--- src/rtl/ttt_pkg.sv ---
// Shared tic-tac-toe types: cell index/button widths,
// position-encoder FSM encoding and a cell-mask helper.
package ttt_pkg;

  localparam int CELL_IDX_W = 4;
  localparam int BTN_W      = 16;

  typedef enum logic [1:0] {
    IDLE     = 2'd0,
    DEBOUNCE = 2'd1,
    VALID    = 2'd2,
    RELEASE  = 2'd3
  } enc_state_e;

  // Bits 0..n-1 set; n is clamped to BTN_W.
  function automatic logic [BTN_W-1:0] cell_mask(input int n);
    logic [BTN_W-1:0] m;
    m = '0;
    for (int i = 0; i < BTN_W; i++) begin
      if (i < n) m[i] = 1'b1;
    end
    return m;
  endfunction

endpackage

--- src/rtl/onehot_to_index.sv ---
// Combinational 16->4 encoder with one-hot / multi-bit flags.
// Ports: vec in, idx out, is_onehot out, is_multi out.
module onehot_to_index
  import ttt_pkg::*;
(
  input  logic [BTN_W-1:0]      vec,
  output logic [CELL_IDX_W-1:0] idx,
  output logic                  is_onehot,
  output logic                  is_multi
);

  logic [BTN_W-1:0] low_clr;

  // OR of set-bit positions; exact for one-hot inputs.
  always_comb begin
    idx = '0;
    for (int i = 0; i < BTN_W; i++) begin
      if (vec[i]) idx = idx | CELL_IDX_W'(i);
    end
  end

  // Clearing the lowest set bit leaves something iff >=2 bits.
  assign low_clr   = vec & (vec - BTN_W'(1));
  assign is_multi  = |low_clr;
  assign is_onehot = (|vec) & ~is_multi;

endmodule

--- src/rtl/position_encoder.sv ---
// Button-to-cell-index encoder: sync, debounce, valid/ready handoff.
// Ports: clk, rst_n, enable, btn_in, pos_out/pos_valid/pos_ready, multi_err, busy.
module position_encoder
  import ttt_pkg::*;
#(
  parameter int NUM_CELLS       = 9,
  parameter int DEBOUNCE_CYCLES = 4,
  parameter int CNT_W           = 8
) (
  input  logic                  clk,
  input  logic                  rst_n,
  input  logic                  enable,
  input  logic [BTN_W-1:0]      btn_in,
  output logic [CELL_IDX_W-1:0] pos_out,
  output logic                  pos_valid,
  input  logic                  pos_ready,
  output logic                  multi_err,
  output logic                  busy
);

  localparam logic [BTN_W-1:0] CELL_MASK = cell_mask(NUM_CELLS);
  localparam logic [CNT_W-1:0] CNT_LAST  = CNT_W'(DEBOUNCE_CYCLES - 1);

  logic [BTN_W-1:0]      sync1_q, sync2_q;
  logic [BTN_W-1:0]      m;
  logic [CELL_IDX_W-1:0] m_idx;
  logic                  m_onehot, m_multi;

  enc_state_e            state_q, state_d;
  logic [BTN_W-1:0]      cand_q, cand_d;
  logic [CNT_W-1:0]      cnt_q, cnt_d;
  logic [CELL_IDX_W-1:0] pos_q, pos_d;
  logic                  valid_q, valid_d;
  logic                  err_q, err_d;
  logic                  busy_q, busy_d;

  always_ff @(posedge clk) begin
    if (!rst_n) begin
      sync1_q <= '0;
      sync2_q <= '0;
    end else begin
      sync1_q <= btn_in;
      sync2_q <= sync1_q;
    end
  end

  assign m = sync2_q & CELL_MASK;

  // At accept time m==cand, so encoding m yields index(cand).
  onehot_to_index u_enc (
    .vec       (m),
    .idx       (m_idx),
    .is_onehot (m_onehot),
    .is_multi  (m_multi)
  );

  always_comb begin
    state_d = state_q;
    cand_d  = cand_q;
    cnt_d   = cnt_q;
    pos_d   = pos_q;
    err_d   = 1'b0;
    unique case (state_q)
      IDLE: begin
        if (enable && m_onehot) begin
          cand_d  = m;
          cnt_d   = '0;
          state_d = DEBOUNCE;
        end else if (enable && m_multi) begin
          err_d   = 1'b1;
          state_d = RELEASE;
        end
      end
      DEBOUNCE: begin
        if (!enable || (m != cand_q)) begin
          state_d = IDLE;
        end else if (cnt_q == CNT_LAST) begin
          pos_d   = m_idx;
          state_d = VALID;
        end else begin
          cnt_d = cnt_q + CNT_W'(1);
        end
      end
      VALID: begin
        if (pos_ready) state_d = RELEASE;
      end
      RELEASE: begin
        if (m == '0) state_d = IDLE;
      end
      default: state_d = IDLE;
    endcase
    valid_d = (state_d == VALID);
    busy_d  = (state_d != IDLE);
  end

  always_ff @(posedge clk) begin
    if (!rst_n) begin
      state_q <= IDLE;
      cand_q  <= '0;
      cnt_q   <= '0;
      pos_q   <= '0;
      valid_q <= 1'b0;
      err_q   <= 1'b0;
      busy_q  <= 1'b0;
    end else begin
      state_q <= state_d;
      cand_q  <= cand_d;
      cnt_q   <= cnt_d;
      pos_q   <= pos_d;
      valid_q <= valid_d;
      err_q   <= err_d;
      busy_q  <= busy_d;
    end
  end

  assign pos_out   = pos_q;
  assign pos_valid = valid_q;
  assign multi_err = err_q;
  assign busy      = busy_q;

endmodule

--- config.mk ---
export PLATFORM = sky130hd
export DESIGN_NAME = position_encoder
export DESIGN_NICKNAME = d
export VERILOG_FILES = /design/src/rtl/ttt_pkg.sv /design/src/rtl/onehot_to_index.sv /design/src/rtl/position_encoder.sv
export SDC_FILE = /design/constraint.sdc
export NUM_CORES = 1
export LEC_CHECK = 0
export CORE_ASPECT_RATIO = 1.5
export CORE_MARGIN = 4
export CORE_UTILIZATION = 49
export CTS_CLUSTER_SIZE = 30
export DETAILED_ROUTE_END_ITERATION = 10
export GPL_ROUTABILITY_DRIVEN = 0
export PLACE_DENSITY = 0.75
export SLEW_MARGIN = 20
export SYNTH_ARGS = -nofsm -noshare
export SYNTH_HDL_FRONTEND = slang
export SYNTH_HIERARCHICAL = 1
export SYNTH_SLANG_ARGS = --single-unit
export TNS_END_PERCENT = 1
--- constraint.sdc ---
create_clock -name clk -period 2.7 [get_ports clk]
set_input_delay 0.27 -clock clk [delete_from_list [all_inputs] [get_ports clk]]
set_output_delay 0.27 -clock clk [all_outputs]
set_load 0.02 [all_outputs]
Yosys cells after proc, flatten, opt, wreduce, memory -nomap -nowiden
Index checks and enable logic that the tools add are counted.
{ "totals": {"in_bits": 20, "wordCells": 60, "ff_bits": 44, "out_inout_bits": 7} }
{ "classes": {"n_bitwise": 6, "n_reduce_logical": 14, "add_sub_neg": 2, "muxes": 20, "eq_ne": 9} }
{ "op_table": {"columns": ["cell", "count"], "rows": [
  ["2-to-1 mux 8 bit", 3],
  ["AND 9 x 16 -> 16 bit", 1],
  ["logical NOT 16 bit", 1],
  ["2-to-1 mux 2 bit", 8],
  ["case mux 8 bit (2 select lines)", 1],
  ["OR reduction 16 bit", 1],
  ["2-to-1 mux 3 bit", 4],
  ["subtractor 9 x 1 -> 10 bit, second input constant", 1],
  ["!= test 9 bit", 1],
  ["OR reduction 9 bit", 1],
  ["adder 8 x 1 -> 8 bit, second input constant", 1],
  ["equality test 8 x 2 -> 1 bit, second input constant", 1],
  ["case mux 2 bit (4 select lines)", 1],
  ["equality test 2 bit, second input constant", 3],
  ["!= test 2 bit, second input constant", 3],
  ["2-to-1 mux 4 bit", 1],
  ["inverter 1 bit", 4],
  ["AND reduction 4 bit", 1],
  ["nonzero test 2 bit", 2],
  ["AND reduction 3 bit", 1],
  ["OR reduction 3 bit", 1],
  ["equality test 2 x 1 -> 1 bit, second input constant", 1],
  ["logical AND 1 bit", 2],
  ["logical NOT 2 bit", 1],
  ["other kinds (5)", 6]
]} }

Depth between registers and ports, before layout
Gate-level depths: netlist of the first run.
{ "logic_depth": {"word_depth": 9, "mapped_depth": 10} }

Modules after synthesis
Netlist of the first run, hierarchy kept.
{ "by_module_without_submodules": {"columns": ["mod", "instances", "cells_each", "area_per_inst_um2"], "rows": [
  ["position_encoder", 1, 188, 1744.2],
  ["onehot_to_index", 1, 38, 252.7]
]} }

Worst setup path before layout of the first run
OpenSTA, ideal clock, no wires.
{ "synth_path": {"kind": "flip-flop to flip-flop", "from": "register sync2_q[1]", "to": "register cnt_q[5]", "t_arrival_ps": 2678, "path_stages_with_launch": 11, "slack_ps": -47, "period_less_slack_ps": 2747, "path_cell_list": "dfxtp_1 > or4_1 > clkbuf_1 > a211oi_1 > a21oi_1 > or4_4 > a31oi_1 > and2_1 > clkbuf_1 > o21ai_0 > a21oi_1"} }
{ "synth_via": {"elab_chain_len": 8, "word_cells_on_any_way": 12, "classes_between": "add/sub (1); eq/ne (3); bitwise (3); reduce/logical (5)"} }
{ "synth_rtl": {"columns": ["item", "line", "rtl"], "rows": [
  ["from (decl)", "position_encoder.sv:24", "logic [BTN_W-1:0] sync1_q, sync2_q;"],
  ["from (signal assigned)", "position_encoder.sv:43", "sync2_q <= sync1_q;"],
  ["subtractor 9 x 1 -> 10 bit", "onehot_to_index.sv:23", "assign low_clr = vec & (vec - BTN_W'(1));"],
  ["AND 9 x 16 -> 16 bit *", "onehot_to_index.sv:23", null],
  ["OR reduction 16 bit *", "onehot_to_index.sv:24", "assign is_multi = |low_clr;"],
  ["via m_multi", "position_encoder.sv:27", "logic m_onehot, m_multi;"],
  ["inverter 1 bit *", "onehot_to_index.sv:25", "assign is_onehot = (|vec) & ~is_multi;"],
  ["AND 1 bit *", "onehot_to_index.sv:25", null],
  ["via m_onehot", "position_encoder.sv:27", null],
  ["logical AND 1 bit *", "position_encoder.sv:65", "if (enable && m_onehot) begin"],
  ["!= test 2 bit (no source line) *", null, null],
  ["AND reduction 4 bit (no source line) *", null, null],
  ["to (signal assigned)", "position_encoder.sv:108", "cnt_q <= cnt_d;"],
  ["to (decl)", "position_encoder.sv:31", "logic [CNT_W-1:0] cnt_q, cnt_d;"]
]} }
Mark *: on every way through the listed nets, which the timed path passes. The rest lies on a longest branch.
A chain may end at the register's enable or synchronous reset.

Worst setup path after layout of the first run
{ "layout_path": {"from": "register sync2_q[2]", "to": "register busy_q, in the netlist busy"} }
{ "layout_via": {"elab_chain_len": 9, "word_cells_on_any_way": 17, "classes_between": "add/sub (1); eq/ne (1); mux (5); bitwise (3); reduce/logical (7)"} }
{ "layout_rtl": {"columns": ["item", "line", "rtl"], "rows": [
  ["subtractor 9 x 1 -> 10 bit", "onehot_to_index.sv:23", null],
  ["AND 9 x 16 -> 16 bit *", "onehot_to_index.sv:23", null],
  ["OR reduction 16 bit *", "onehot_to_index.sv:24", null],
  ["via m_multi", "position_encoder.sv:27", null],
  ["inverter 1 bit *", "onehot_to_index.sv:25", null],
  ["AND 1 bit *", "onehot_to_index.sv:25", null],
  ["via m_onehot", "position_encoder.sv:27", null],
  ["logical AND 1 bit *", "position_encoder.sv:65", null],
  ["2-to-1 mux 2 bit *", "position_encoder.sv:65", null],
  ["case mux 2 bit (4 select lines) *", "position_encoder.sv:63", "unique case (state_q)"],
  ["nonzero test 2 bit *", "position_encoder.sv:93", "busy_d = (state_d != IDLE);"],
  ["to (signal assigned)", "position_encoder.sv:112", "busy_q <= busy_d;"],
  ["to (decl)", "position_encoder.sv:35", "logic busy_q, busy_d;"]
]} }
Marked as above.

==> impl_metrics.yaml, run 1 <==
worst_setup_path:
  path_class: "flip-flop to flip-flop"
  cp-start-kind: "flip-flop"
  slowest_delay_ns: 0.59
  cpMostUsedCell: "or4_4"
  cp-end-kind: "flip-flop"
  crit_fanout: 5
  arrival_ns: 2.69
  crit_chain: "or4_4 -> o22ai_1 -> a21oi_1 -> or4_4 -> a31oi_4 -> nand3b_1 -> nand2_1 -> o21ai_2 -> o21ai_1"
  crit_slowest_cell: "or4_4"
  cp.required_ns: 2.87
pwr:
  combPwrFrac_pct: 12.8
  seqPwrFrac_pct: 49.6
  ir_worst_vdd_mv: 0.470
  p_sw_mw: 0.343
  p_int_mw: 1.04
  clockPowerShare_pct: 37.6
  p_leak_nw: 0.977
  power_density_nw_per_um2: 534
  power_mw: 1.38
  switching_share_pct: 24.8
final_layout:
  layout.cells.most_common: "dfxtp_1"
  final_area_um2: 2590
  drive_above_1_share_pct: 16.0
  fin_nets: 307
  fillers: 341
  layout_common_cells: "dfxtp_1 (43), conb_1 (29), nand2_1 (25), clkdlybuf4s50_1 (19)"
  num_antenna_cells: 0
  synthToLayoutAreaGrowth_pct: 29.6
placement:
  placed_area_um2: 2420
  pre_cts_ws_ns: -0.0657
  dp_hpwl_um: 3060
  io_buffers: 19
detailed_routing:
  vias: 1736
  firstDrtPassIters: 4
  drc: 0
  routedWlPerCell_um: 12.4
  vias_per_cell: 5.23
  postRouteAntennaNets: 0
  drt_iter0_markers: 113
  drt_wl_total_um: 4130
floorplanning:
  num_rows: 28
  fp.coreArea_um2: 3960
  dieArea_um2: 5180
  start_util_pct: 50.4
  die_h_um: 86.2
  num_io_pins: 27
  die_w_um: 60.1
grt:
  globalRouteMet1Util_pct: 19.1
  antenna_found_initial: 0
  grt_pass1_wl_um: 7220
  grt_use_met2_pct: 33.2
  grt_max_degree: 23
  grt_usage_pct: 18.1
  busiest_layer: "met2"
  grt_use_met3_pct: 3.13
  grt_pass1_vias: 1704
  overflow: 0
synthesis:
  ys_top_cells_by_area: "dfxtp_1 (44%), and2_1 (6.0%), nand2_1 (4.7%)"
  ys_ff_latch: 44
  async_reset_ff_share_pct: 0
  synth_edf_count: 0
  syn_area_um2: 2000
  yosys_warnings: 6
  postSynthAreaPerCell_um2: 8.84
  synth_cells: 226
  ys_seq_area_share_pct: 44.1
  synth.distinct_cells: 47
  synth_flop_cell: "dfxtp_1"
  synth_top_cell_by_area: "dfxtp_1"
  synthDominantCellAreaShare_pct: 44.1
clocking:
  cts_hold_buf: 0
  clk_path_buf_depth: 2
  cts_buffers: 5
  cts-htree-levels: 2
  root_buffer: "clkbuf_8"
  cts_tree: "done"
  clkTransAtPathRegs_ns: 0.08
  cts.sinks: 44
  clk_latency_ns: 0.30
sta:
  layout_setup_ws_ns: 0.179
  hold_viol: 0
  slew_headroom_pct: 54.4
  finalCriticalPeriod_ns: 2.52
  drv_slew: 0
  tightest_slew_ns: 0.678
  rsz0062_at_grt: "false"
  fin_setup_tns_ns: 0
  whs_ns: 0.437
  fin_crit_sh_pct: 93.4
  max_freq_mhz: 397
  setup_viol: 0
  clock_skew_ns: 0.00478
worst_hold_path:
  holdCritPathClass: "flip-flop to flip-flop"
job:
  cap_viol_max_count: 0
run_status:
  outcome: "finished, final reports clean"
==> metrics by stage <==
stage | cells | utilization, %
finish | 332 | 65.4
global route | 332 | 65.4
CTS | 332 | 64.6
detailed placement | 324 | 61.3
global placement | 324 | 61.3
floorplan | 254 | -
==> routing by layer <==
layer / up-vias / part of all wire, %
met5: - / 0
met4: 0 / 2.4
met3: 9 / 3.2
met2: 29 / 52
met1: 810 / 42
li1: 888 / -
==> sequential cells by signal (all words and copies together), names as in the netlist <==
name       flops
cand_q         9
sync1_q        9
sync2_q        9
cnt_q          8
pos_out        4
state_q        2
busy           1
multi_err      1
pos_valid      1
==> Yosys cell counts (5+ instances only) <==
library cell / count
clkbuf_1: 7
o21ai_0: 5
inv_1: 7
nand3_1: 7
dfxtp_1: 44
xnor2_1: 9
nor2_1: 16
nor4_1: 5
and2_1: 19
a21oi_1: 18
nand2_1: 25
nand4_1: 5
==> path summary, 6_finish.rpt <==
path | end | cells past startpoint | slack, ns | from
hold reg to reg | sync2_q[0] | 1 | 0.44 | sync1_q[0]
setup reg to reg | busy | 9 | 0.18 | sync2_q[2]
hold / removal | sync2_q[0] | 1 | 0.44 | sync1_q[0]
setup / recovery | busy | 9 | 0.18 | sync2_q[2]
==> power groups by stage <==
stage,clock [mW],sequential [mW],combinational (mW)
after detailed placement,0,0.699,0.167
after global placement,0,0.698,0.164
after global routing,0.557,0.688,0.197
after CTS,0.528,0.684,0.172
after floorplan,0,0.707,0.0982
final,0.519,0.685,0.177
==> area by class of cell <==
cell class                      count  area [um^2]  share of cell area (%)
Tap cell                           45         56.3                    2.18
Timing Repair Buffer               34          303                    11.7
Sequential cell                    44          882                    34.1
Clock inverter                      3         46.3                    1.79
Multi-Input combinational cell    194         1200                    46.6
Inverter                            7         26.3                    1.02
Clock buffer                        5         68.8                    2.66
==> worst max-delay path: cells and delay by family, from the launching register on <==
kind	cells	cell delay [ns]
AND/OR/NAND/NOR	4	1.37
AO/OA/AOI/OAI	5	0.71
flip-flops	1	0.32
==> kinds of logic after synthesis <==
kind of cell               count (synthesis)  share of synthesized area, %
AOI/OAI and AO/OA                         41                          13.7
xor gates and xnor gates                   9                          3.95
adders and majority gates                  2                          1.19
buffers and inverters                     16                          3.13
DFF                                       44                          44.1
muxes                                      4                          2.01
other                                      1                         0.188
and+or+nand+nor                          109                          31.8
==> what timing repair did <==
action / in CTS / in global routing
setup endpoints to repair: 8 / 17
resized for setup: 4 / 7
pin swaps: 0 / 2
setup buffers: 0 / 0
Power figures use the tool's default switching activity.
==> run 2: changes to the inputs <==
- PLACE_DENSITY: 0.75 -> 0.76
- SKIP_CTS_REPAIR_TIMING: default -> 1
- clock period: 2.7 -> 2.2 ns (I/O delays scaled with it)
==> impl_metrics.yaml, run 2 (same netlist as run 1, synthesis figures left out) <==
placement:
  dp_cells: 333
  io_buffers: 19
  pre_cts_ws_ns: -0.378
  placed_area_um2: 2540
  dp_hpwl_um: 3290
pwr:
  clockPowerShare_pct: 30.5
  seqPwrFrac_pct: 54.1
  switching_share_pct: 25.1
  combPwrFrac_pct: 15.4
  ir_worst_vdd_mv: 0.642
  power_density_nw_per_um2: 585
  p_int_mw: 1.16
  p_leak_nw: 1.02
  p_sw_mw: 0.389
  power_mw: 1.55
floorplanning:
  die_w_um: 60.1
  num_rows: 28
  fp.coreArea_um2: 3960
  start_util_pct: 50.4
  dieArea_um2: 5180
  die_h_um: 86.2
  num_io_pins: 27
clocking:
  clkTransAtPathRegs_ns: 0.08
  cts-htree-levels: 2
  clk_latency_ns: 0.30
  cts_tree: "done"
  cts.sinks: 44
  root_buffer: "clkbuf_8"
  clk_path_buf_depth: 2
  cts_buffers: 5
detailed_routing:
  postRouteAntennaNets: 0
  drt_wl_total_um: 4400
  vias_per_cell: 5.16
  routedWlPerCell_um: 12.9
  vias: 1756
  drc: 0
  drt_iter0_markers: 84
  firstDrtPassIters: 4
grt:
  grt_usage_pct: 19.7
  grt_max_degree: 23
  antenna_found_initial: 0
  grt_pass1_vias: 1778
  grt_pass1_wl_um: 7700
  overflow: 0
sta:
  drv_slew: 0
  layout_setup_ws_ns: -0.257
  tightest_slew_ns: 0.509
  rsz0062_at_grt: "true"
  max_freq_mhz: 407
  finalCriticalPeriod_ns: 2.46
  fin_setup_tns_ns: -4.21
  fin_crit_sh_pct: 112
  whs_ns: 0.433
  slew_headroom_pct: 65.8
  hold_viol: 0
  setup_viol: 22
  clock_skew_ns: 0.00823
worst_setup_path:
  arrival_ns: 2.65
  crit_chain: "buf_4 -> buf_4 -> o41a_1 -> o22ai_1 -> a22oi_1 -> or4_4 -> a31oi_4 -> and2_4 -> nor2_2 -> a21oi_1 -> o22ai_1"
  path_class: "flip-flop to flip-flop"
  cp.required_ns: 2.39
  cp-end-kind: "flip-flop"
  slowest_delay_ns: 0.46
  cp-start-kind: "flip-flop"
  crit_slowest_cell: "or4_4"
  crit_fanout: 6
final_layout:
  layout.cells.most_common: "dfxtp_1"
  drive_above_1_share_pct: 20.0
  fin_nets: 316
  final_util_pct: 67.0
  num_antenna_cells: 0
  final_area_um2: 2650
  synthToLayoutAreaGrowth_pct: 32.8
  layout_common_cells: "dfxtp_1 (40), conb_1 (29), nand2_1 (25), buf_4 (22), clkdlybuf4s50_1 (19)"
  stdcell_count: 340
  reg_top3: "cand_q x9, sync1_q x9, sync2_q x9"
run_status:
  violations: "negative setup slack"
  outcome: "finished, violations left"
job:
  cap_viol_max_count: 0
worst_hold_path:
  holdCritPathClass: "flip-flop to flip-flop"
[run 2: cell types whose count changed in the layout (fill, tap and decap cells not counted), sizes merged]
cell      delta
clkinv       +1
bufinv       -1
inv          -1
clkbuf       +1
clkinvlp     -1
buf          +9
[run 2: routing by layer]
metal	routed length (um)	global-route usage (%)	vias to the layer above
li1	-	-	906
met1	1720	20.6	823
met2	2480	36.0	22
met3	121	5.07	5
met4	79	7.66	0
met5	0	0	-
[run 2: layout make-up]
class | instances | area, um^2
Fill cell | 335 | 1310
Multi-Input combinational cell | 194 | 1220
Sequential cell | 44 | 886
Timing Repair Buffer | 43 | 387
Clock buffer | 6 | 72.6
Tap cell | 45 | 56.3
Inverter | 7 | 26.3
Clock inverter | 1 | 5.00
[run 2: worst paths after layout]
kind | cells past startpoint | from | endpoint | slack (ns)
setup / recovery | 11 | sync2_q[0] | cnt_q[2] | -0.26
hold / removal | 1 | sync1_q[5] | sync2_q[5] | 0.43
setup reg to reg | 11 | sync2_q[0] | cnt_q[2] | -0.26
hold reg to reg | 1 | sync1_q[5] | sync2_q[5] | 0.43
[run 2: critical path: cells and delay by family, from the launching register on]
| kind | cells | cell delay [ns] |
|---|---|---|
| buf+inv | 2 | 0.26 |
| simple gates | 3 | 0.73 |
| compound gates | 6 | 1.07 |
| flops | 1 | 0.31 |
[run 2: power by group through the flow]
stage,Clock [mW],Combinational (mW),Sequential (mW)
after global routing,0.521,0.263,0.842
after floorplan,0,0.134,0.869
after CTS,0.489,0.232,0.838
after detailed placement,0,0.231,0.857
final,0.473,0.239,0.838
after global placement,0,0.226,0.855
